File: src/rtl/rom_access_arbiter.sv
// rom_access_arbiter: shares one combinational-read instruction ROM between the
// CPU fetch port and an APB read-only slave. Fetch has priority; a starvation
// counter guarantees that a pending APB read is served after at most
// APB_MAX_WAIT lost cycles. Both response paths are registered.
module rom_access_arbiter #(
  parameter int unsigned ROM_DEPTH    = 4096,
  parameter int unsigned APB_AW       = 14,
  parameter int unsigned APB_MAX_WAIT = 4
) (
  input  logic              clk,
  input  logic              reset,
  // fetch port
  input  logic              if_req,
  input  logic [31:0]       if_addr,
  output logic              if_gnt,
  output logic              if_rvalid,
  output logic [31:0]       if_rdata,
  // APB slave port
  input  logic [APB_AW-1:0] PADDR,
  input  logic              PSEL,
  input  logic              PENABLE,
  input  logic              PWRITE,
  input  logic [31:0]       PWDATA,
  output logic [31:0]       PRDATA,
  output logic              PREADY,
  output logic              PSLVERR,
  // ROM port
  output logic [31:0]       rom_addr,
  input  logic [31:0]       rom_data
);

  localparam int unsigned CNT_W   = (APB_MAX_WAIT < 2) ? 1 : $clog2(APB_MAX_WAIT + 1);
  localparam logic [CNT_W-1:0] MAX_CNT = CNT_W'(APB_MAX_WAIT);
  // 33 bits so ROM_DEPTH*4 never wraps against a full 32-bit address
  localparam logic [32:0] ROM_BYTES = 33'(ROM_DEPTH) << 2;

  typedef enum logic [1:0] {
    ST_IDLE = 2'd0,
    ST_RESP = 2'd1,
    ST_ERR  = 2'd2
  } apb_state_e;

  apb_state_e       state_q;
  logic [CNT_W-1:0] starve_q;
  logic [CNT_W-1:0] starve_d;
  logic             if_rvalid_q;
  logic [31:0]      if_rdata_q;
  logic [31:0]      prdata_q;
  logic             pready_q;
  logic             pslverr_q;

  logic [31:0]      paddr_ext;
  logic             apb_access;
  logic             apb_in_range;
  logic             apb_pend;
  logic             apb_win;
  logic             pwdata_unused;

  // Write data is never consumed: writes are answered with an error.
  assign pwdata_unused = ^PWDATA;

  assign paddr_ext    = 32'(PADDR);
  // Only an access phase seen in IDLE counts, so a held PSEL/PENABLE during
  // the response cycle cannot trigger a second read.
  assign apb_access   = (state_q == ST_IDLE) && PSEL && PENABLE;
  assign apb_in_range = ({1'b0, paddr_ext} < ROM_BYTES);
  assign apb_pend     = apb_access && !PWRITE && apb_in_range;
  assign apb_win      = apb_pend && (!if_req || (starve_q == MAX_CNT));
  assign if_gnt       = if_req && !apb_win;
  assign rom_addr     = apb_win ? paddr_ext : if_addr;

  // Starvation counter next state: counts cycles a pending APB read loses to fetch.
  always_comb begin
    starve_d = starve_q;
    if (!apb_pend || apb_win) begin
      starve_d = '0;
    end else if (if_gnt && (starve_q != MAX_CNT)) begin
      starve_d = starve_q + 1'b1;
    end
  end

  // Starvation counter register.
  always_ff @(posedge clk) begin
    if (reset) begin
      starve_q <= '0;
    end else begin
      starve_q <= starve_d;
    end
  end

  // Fetch response: capture ROM word one cycle after each grant, hold otherwise.
  always_ff @(posedge clk) begin
    if (reset) begin
      if_rvalid_q <= 1'b0;
      if_rdata_q  <= '0;
    end else begin
      if_rvalid_q <= if_gnt;
      if (if_gnt) begin
        if_rdata_q <= rom_data;
      end
    end
  end

  // APB response FSM with registered PREADY/PSLVERR/PRDATA.
  always_ff @(posedge clk) begin
    if (reset) begin
      state_q   <= ST_IDLE;
      prdata_q  <= '0;
      pready_q  <= 1'b0;
      pslverr_q <= 1'b0;
    end else begin
      case (state_q)
        ST_IDLE: begin
          if (apb_win) begin
            state_q   <= ST_RESP;
            prdata_q  <= rom_data;
            pready_q  <= 1'b1;
            pslverr_q <= 1'b0;
          end else if (apb_access && (PWRITE || !apb_in_range)) begin
            state_q   <= ST_ERR;
            prdata_q  <= '0;
            pready_q  <= 1'b1;
            pslverr_q <= 1'b1;
          end else begin
            pready_q  <= 1'b0;
            pslverr_q <= 1'b0;
          end
        end
        default: begin
          state_q   <= ST_IDLE;
          pready_q  <= 1'b0;
          pslverr_q <= 1'b0;
        end
      endcase
    end
  end

  assign if_rvalid = if_rvalid_q;
  assign if_rdata  = if_rdata_q;
  assign PRDATA    = prdata_q;
  assign PREADY    = pready_q;
  assign PSLVERR   = pslverr_q;

endmodule

File: config.mk
export PLATFORM = sky130hd
export DESIGN_NAME = rom_access_arbiter
export DESIGN_NICKNAME = d
export VERILOG_FILES = /design/src/rtl/rom_access_arbiter.sv
export SDC_FILE = /design/constraint.sdc
export NUM_CORES = 1
export LEC_CHECK = 0
export ABC_AREA = 1
export BUFFER_PORTS_ARGS = -buffer_cell sky130_fd_sc_hd__buf_2
export CAP_MARGIN = 30
export CORE_MARGIN = 5
export CORE_UTILIZATION = 45
export DETAILED_ROUTE_END_ITERATION = 8
export GPL_TIMING_DRIVEN = 0
export PLACE_DENSITY_LB_ADDON = 0.08
export SLEW_MARGIN = 10
export SYNTH_ARGS = -nofsm -noshare
export SYNTH_HDL_FRONTEND = slang
export SYNTH_SLANG_ARGS = --single-unit
File: constraint.sdc
create_clock -name clk -period 4.75 [get_ports clk]
set_clock_uncertainty 0.05 [all_clocks]
set_input_delay 1.1875 -clock clk [delete_from_list [all_inputs] [get_ports clk]]
set_output_delay 1.1875 -clock clk [all_outputs]
set_load 0.03 [all_outputs]
Word level (Yosys, flattened, before mapping)
Cells that the tools add are included.
Widths: inputs -> output; s select.

cells by class
  reduce and logical (&&, ||, !) cells = 22
  order comparisons = 1
  bitwise logic cells = 1
  mux-type cells = 7
  equality and inequality tests = 2
  $add $sub $neg = 1

operators by type and width
  operator              number
  $mux 32               3
  $lt 14x15->1 const B  1
  $logic_and 1x1->1     8
  $logic_not 1->1       5
  $mux 1                4
  $reduce_or 2->1       2
  $add 3x1->3 const B   1
  $eq 3x3->1 const B    1
  $logic_or 1x1->1      3
  $ne 3x3->1 const B    1
  $reduce_or 3->1       1
  $logic_not 2->1       1
  $reduce_and 2->1      1
  $reduce_bool 2->1     1
  $not 1->1             1

word-level totals
  register bits = 72
  input bits = 116
  word-level logic and storage cells = 42
  output and inout port bits = 100

Depth between registers and ports, before layout
  word-level depth = 9
  gate-level depth with buffers = 9
  depth with buffers taken out = 9

Worst setup path after synthesis
Ideal clock, no wire load.

  path kind = input to output
  start point = input PSEL
  end point = output rom_addr[14]
  cell stages on the path = 6
  buffers on the path = 1
  required time = 3513 ps
  data arrival time = 2081 ps
  path slack = 1432 ps
  path through = nand2_1 inv_1 nand4_4 inv_2 buf_2 nor2_1

on the way
  word-level cells in the longest chain between the ends = 6

ends and longest elaborated chain
  element                          RTL line  text
  start: declaration               20        input logic PSEL,
  $logic_and 1x1->1 (2 in series)  65        assign apb_access = (state_q == ST_IDLE) && PSEL && PENABLE;
  $logic_and 1x1->1 (2 in series)  67        assign apb_pend = apb_access && !PWRITE && apb_in_range;
  $logic_and 1x1->1                68        assign apb_win = apb_pend && (!if_req || (starve_q == MAX_CNT));
  $mux 32                          70        assign rom_addr = apb_win ? paddr_ext : if_addr;
  end: declaration                 28        output logic [31:0] rom_addr,

No other way between the ends.

Worst setup path after layout
  start point = input if_req
  end point = output rom_addr[8]

on the way
  word-level cells in the longest chain between the ends = 4

ends and longest elaborated chain
  element             RTL line  text
  start: declaration  13        input logic if_req,
  $logic_not 1->1     68
  $logic_or 1x1->1    68
  $logic_and 1x1->1   68
  $mux 32             70

No other way between the ends.

==> run metrics <==
status=finished clean; Die Y=about 94 um; vias in the first global route=~3300; DR iter-0 viols=between 100 and 150; post-layout min period=approximately 3600 ps; Critical Path End Type=output port; TritonRoute pass-1 iters=4; HP Start=starve_q[0]; DRC Markers=0; delay of the slowest critical-path stage=roughly 290 ps; Post-synth EDFFs=0; CTS tree=done; CTS Buf Count=9; reg2reg path depth=8; Lkg Pwr=around 2.6 nW; Antenna Cells=0; gpl congestion=~0.83; leading cell type in the layout, fill and taps excluded=buf_2; IO Pins=216; Total Routed Length=9930 um; Avg Inst Size Synth=6.69 sq um; Critical R2R Launch=starve_q[0]; syn_nets=a little under 600; P_int=between 1 and 1.5 mW; Hold Path Class=register to register; hpwl dp=8130 um; ys async rst share=0; Skew-Pair Late Insertion Delay=340 ps; Syn Inst Count=around 480; initial core utilization=0.465; CP Data Arrival Time=about 2400 ps; Overflow after GRT=0; Setup Buffers After CTS=0; Reg-to-Reg End=if_rdata[25]; Most used DFF post-synth=dfxtp_1; Bufs on Longest Clock Path=2; switch share=0.297; post-synthesis cell type count=19; Hold Path Sink=starve_q[0]; Buffers on Ports=about 180; core area=roughly 7000 sq um; number of nets in the layout=about 790; Antenna Violating Nets Remaining=0; Setup CP Type=input port to output port; CP max-delay cell=buf_2; largest net degree at the start of global routing=13; period utilization=0.766; net switching power=around 0.43 mW; Reg power frac=0.445; unrepaired setup endpoints after global routing=false; post-place setup slack=about 1100 ps; VDD IR max=0.000181 V; Hold Vio Cnt, Final=0; TNS Setup=0 ps; Slew Limit Fails=0; Finished Layout Cells=approximately 770; DR WL/cell=approximately 13 um; maximum capacitance violations=0; fin worst setup slack=between 1000 and 1500 ps; drt via density=4.59; area grow syn2layout=39.2%; critical path peak fanout=10; via count=between 3000 and 4000; Worst Hold Depth=1; first-pass GRT wire length=15300 um; global-route usage over all layers=0.219; r2r setup slk=3060 ps; die area=about 8800 sq um; Site Rows=30; PwrDens=between 300 and 400 nW/um^2; most frequent cells in the layout=buf_2, nand2_1, dfxtp_1; hold-fix buffer count after cts=0; register bit total from synthesis=72; share of cells above drive strength 1=0.327; WHS=395 ps; clock sink count=72; YS warnings=0; initial antenna violation count=0; Worst Path Required=around 3500 ps; Clock H-tree levels=3; critical path's most frequent cell=buf_2; Core Util, Final=0.648; Clock power frac=0.356; sequential area share after synthesis=0.454; Critical Path, Cell by Cell=buf_2 > nand2_2 > nand4_4 > buf_2 > buf_6 > nand2_1 > nand2_1 > buf_2; Slew @ Worst Pin=533 ps; slew margin rel.=0.644; fmax=~270 MHz; Chip Width=94.0 um; CP Launch Type=input port; clk slew on worst S/H paths=about 70 ps; Synth Cell Area=~3200 sq um; Inst Count DP=~750; Root Buffer=clkbuf_8; # fillers=666; Setup violations, final=0; post-cts resize count=0; Comb power frac=0.199
==> registers in the layout, indices dropped and copies added (netlist names) <==
name / count
starve_q: 3
PSLVERR: 1
if_rvalid: 1
PRDATA: 32
PREADY: 1
if_rdata: 32
state_q: 2
==> through the flow <==
step           cell area (sq um)  power, mW
3_3_place_gp                4210      0.942
5_1_grt                     4420       1.52
2_1_floorplan               3180      0.837
4_1_cts                     4420       1.46
3_5_place_dp                4210      0.947
6_report                    4420       1.45
==> power by group through the flow <==
stage | Combinational, mW | Sequential [mW] | Clock (mW)
3_3_place_gp | 0.286 | 0.657 | 0
5_1_grt | 0.313 | 0.647 | 0.559
6_report | 0.287 | 0.644 | 0.515
2_1_floorplan | 0.127 | 0.710 | 0
3_5_place_dp | 0.289 | 0.657 | 0
4_1_cts | 0.290 | 0.644 | 0.528
==> cell usage after synthesis (2+ instances only) <==
| library cell | number | area, sq um |
|---|---|---|
| nand2_1 | 146 | 548 |
| dfxtp_1 | 72 | 1440 |
| nand3_1 | 65 | 325 |
| inv_1 | 60 | 225 |
| nor2_1 | 58 | 218 |
| a21oi_1 | 33 | 165 |
| buf_2 | 13 | 65.1 |
| buf_1 | 9 | 33.8 |
| clkbuf_1 | 5 | 18.8 |
| buf_6 | 4 | 45.0 |
| ha_1 | 2 | 25.0 |
==> worst max-delay path: cells and delay by family <==
family                 cells  cell delay (ps)
AND/OR/NAND/NOR            4              470
buffers and inverters      4              740
==> cell families (layout without fill, tap and decap cells) <==
group                    count (synthesis)  count (layout)  synth area share
AO/OA/AOI/OAI                           35              35            0.0563
flip-flops                              72              72             0.454
AND/OR/NAND/NOR                        274             274             0.359
buffers and inverters                   92             290             0.123
adder cells (fa/ha/maj)                  2               2           0.00787
==> cell type report <==
cell class                 count  area, sq um  share of cell area
inverter                      61          229              0.0518
sequential                    72         1440               0.326
tap                           96          120              0.0271
clock inverter                 5         82.6              0.0187
buffer                        31          163              0.0368
timing repair buffer         183          916               0.207
clock buffer                  10          128              0.0288
multi-input combinational    311         1350               0.304
==> routing by layer <==
layer / GRT usage / routed length (um) / vias up
met4: 0.0722 / 88 / 0
met5: 0 / 0 / -
li1: - / - / 1837
met3: 0.0769 / 962 / 8
met1: 0.252 / 4080 / 1558
met2: 0.376 / 4800 / 124
==> how the worst max path moves through the flow <==
stage	startpoint	endpoint	slack (ps)	cells past startpoint
3_3_place_gp	if_req	rom_addr[2]	1110	8
3_5_place_dp	PSEL	rom_addr[8]	1110	9
4_1_cts	PSEL	rom_addr[8]	1110	9
6_report	if_req	rom_addr[8]	1110	8
2_1_floorplan	PSEL	rom_addr[14]	1430	6
5_1_grt	PSEL	rom_addr[4]	990	9
Power figures use the tool's default switching activity.
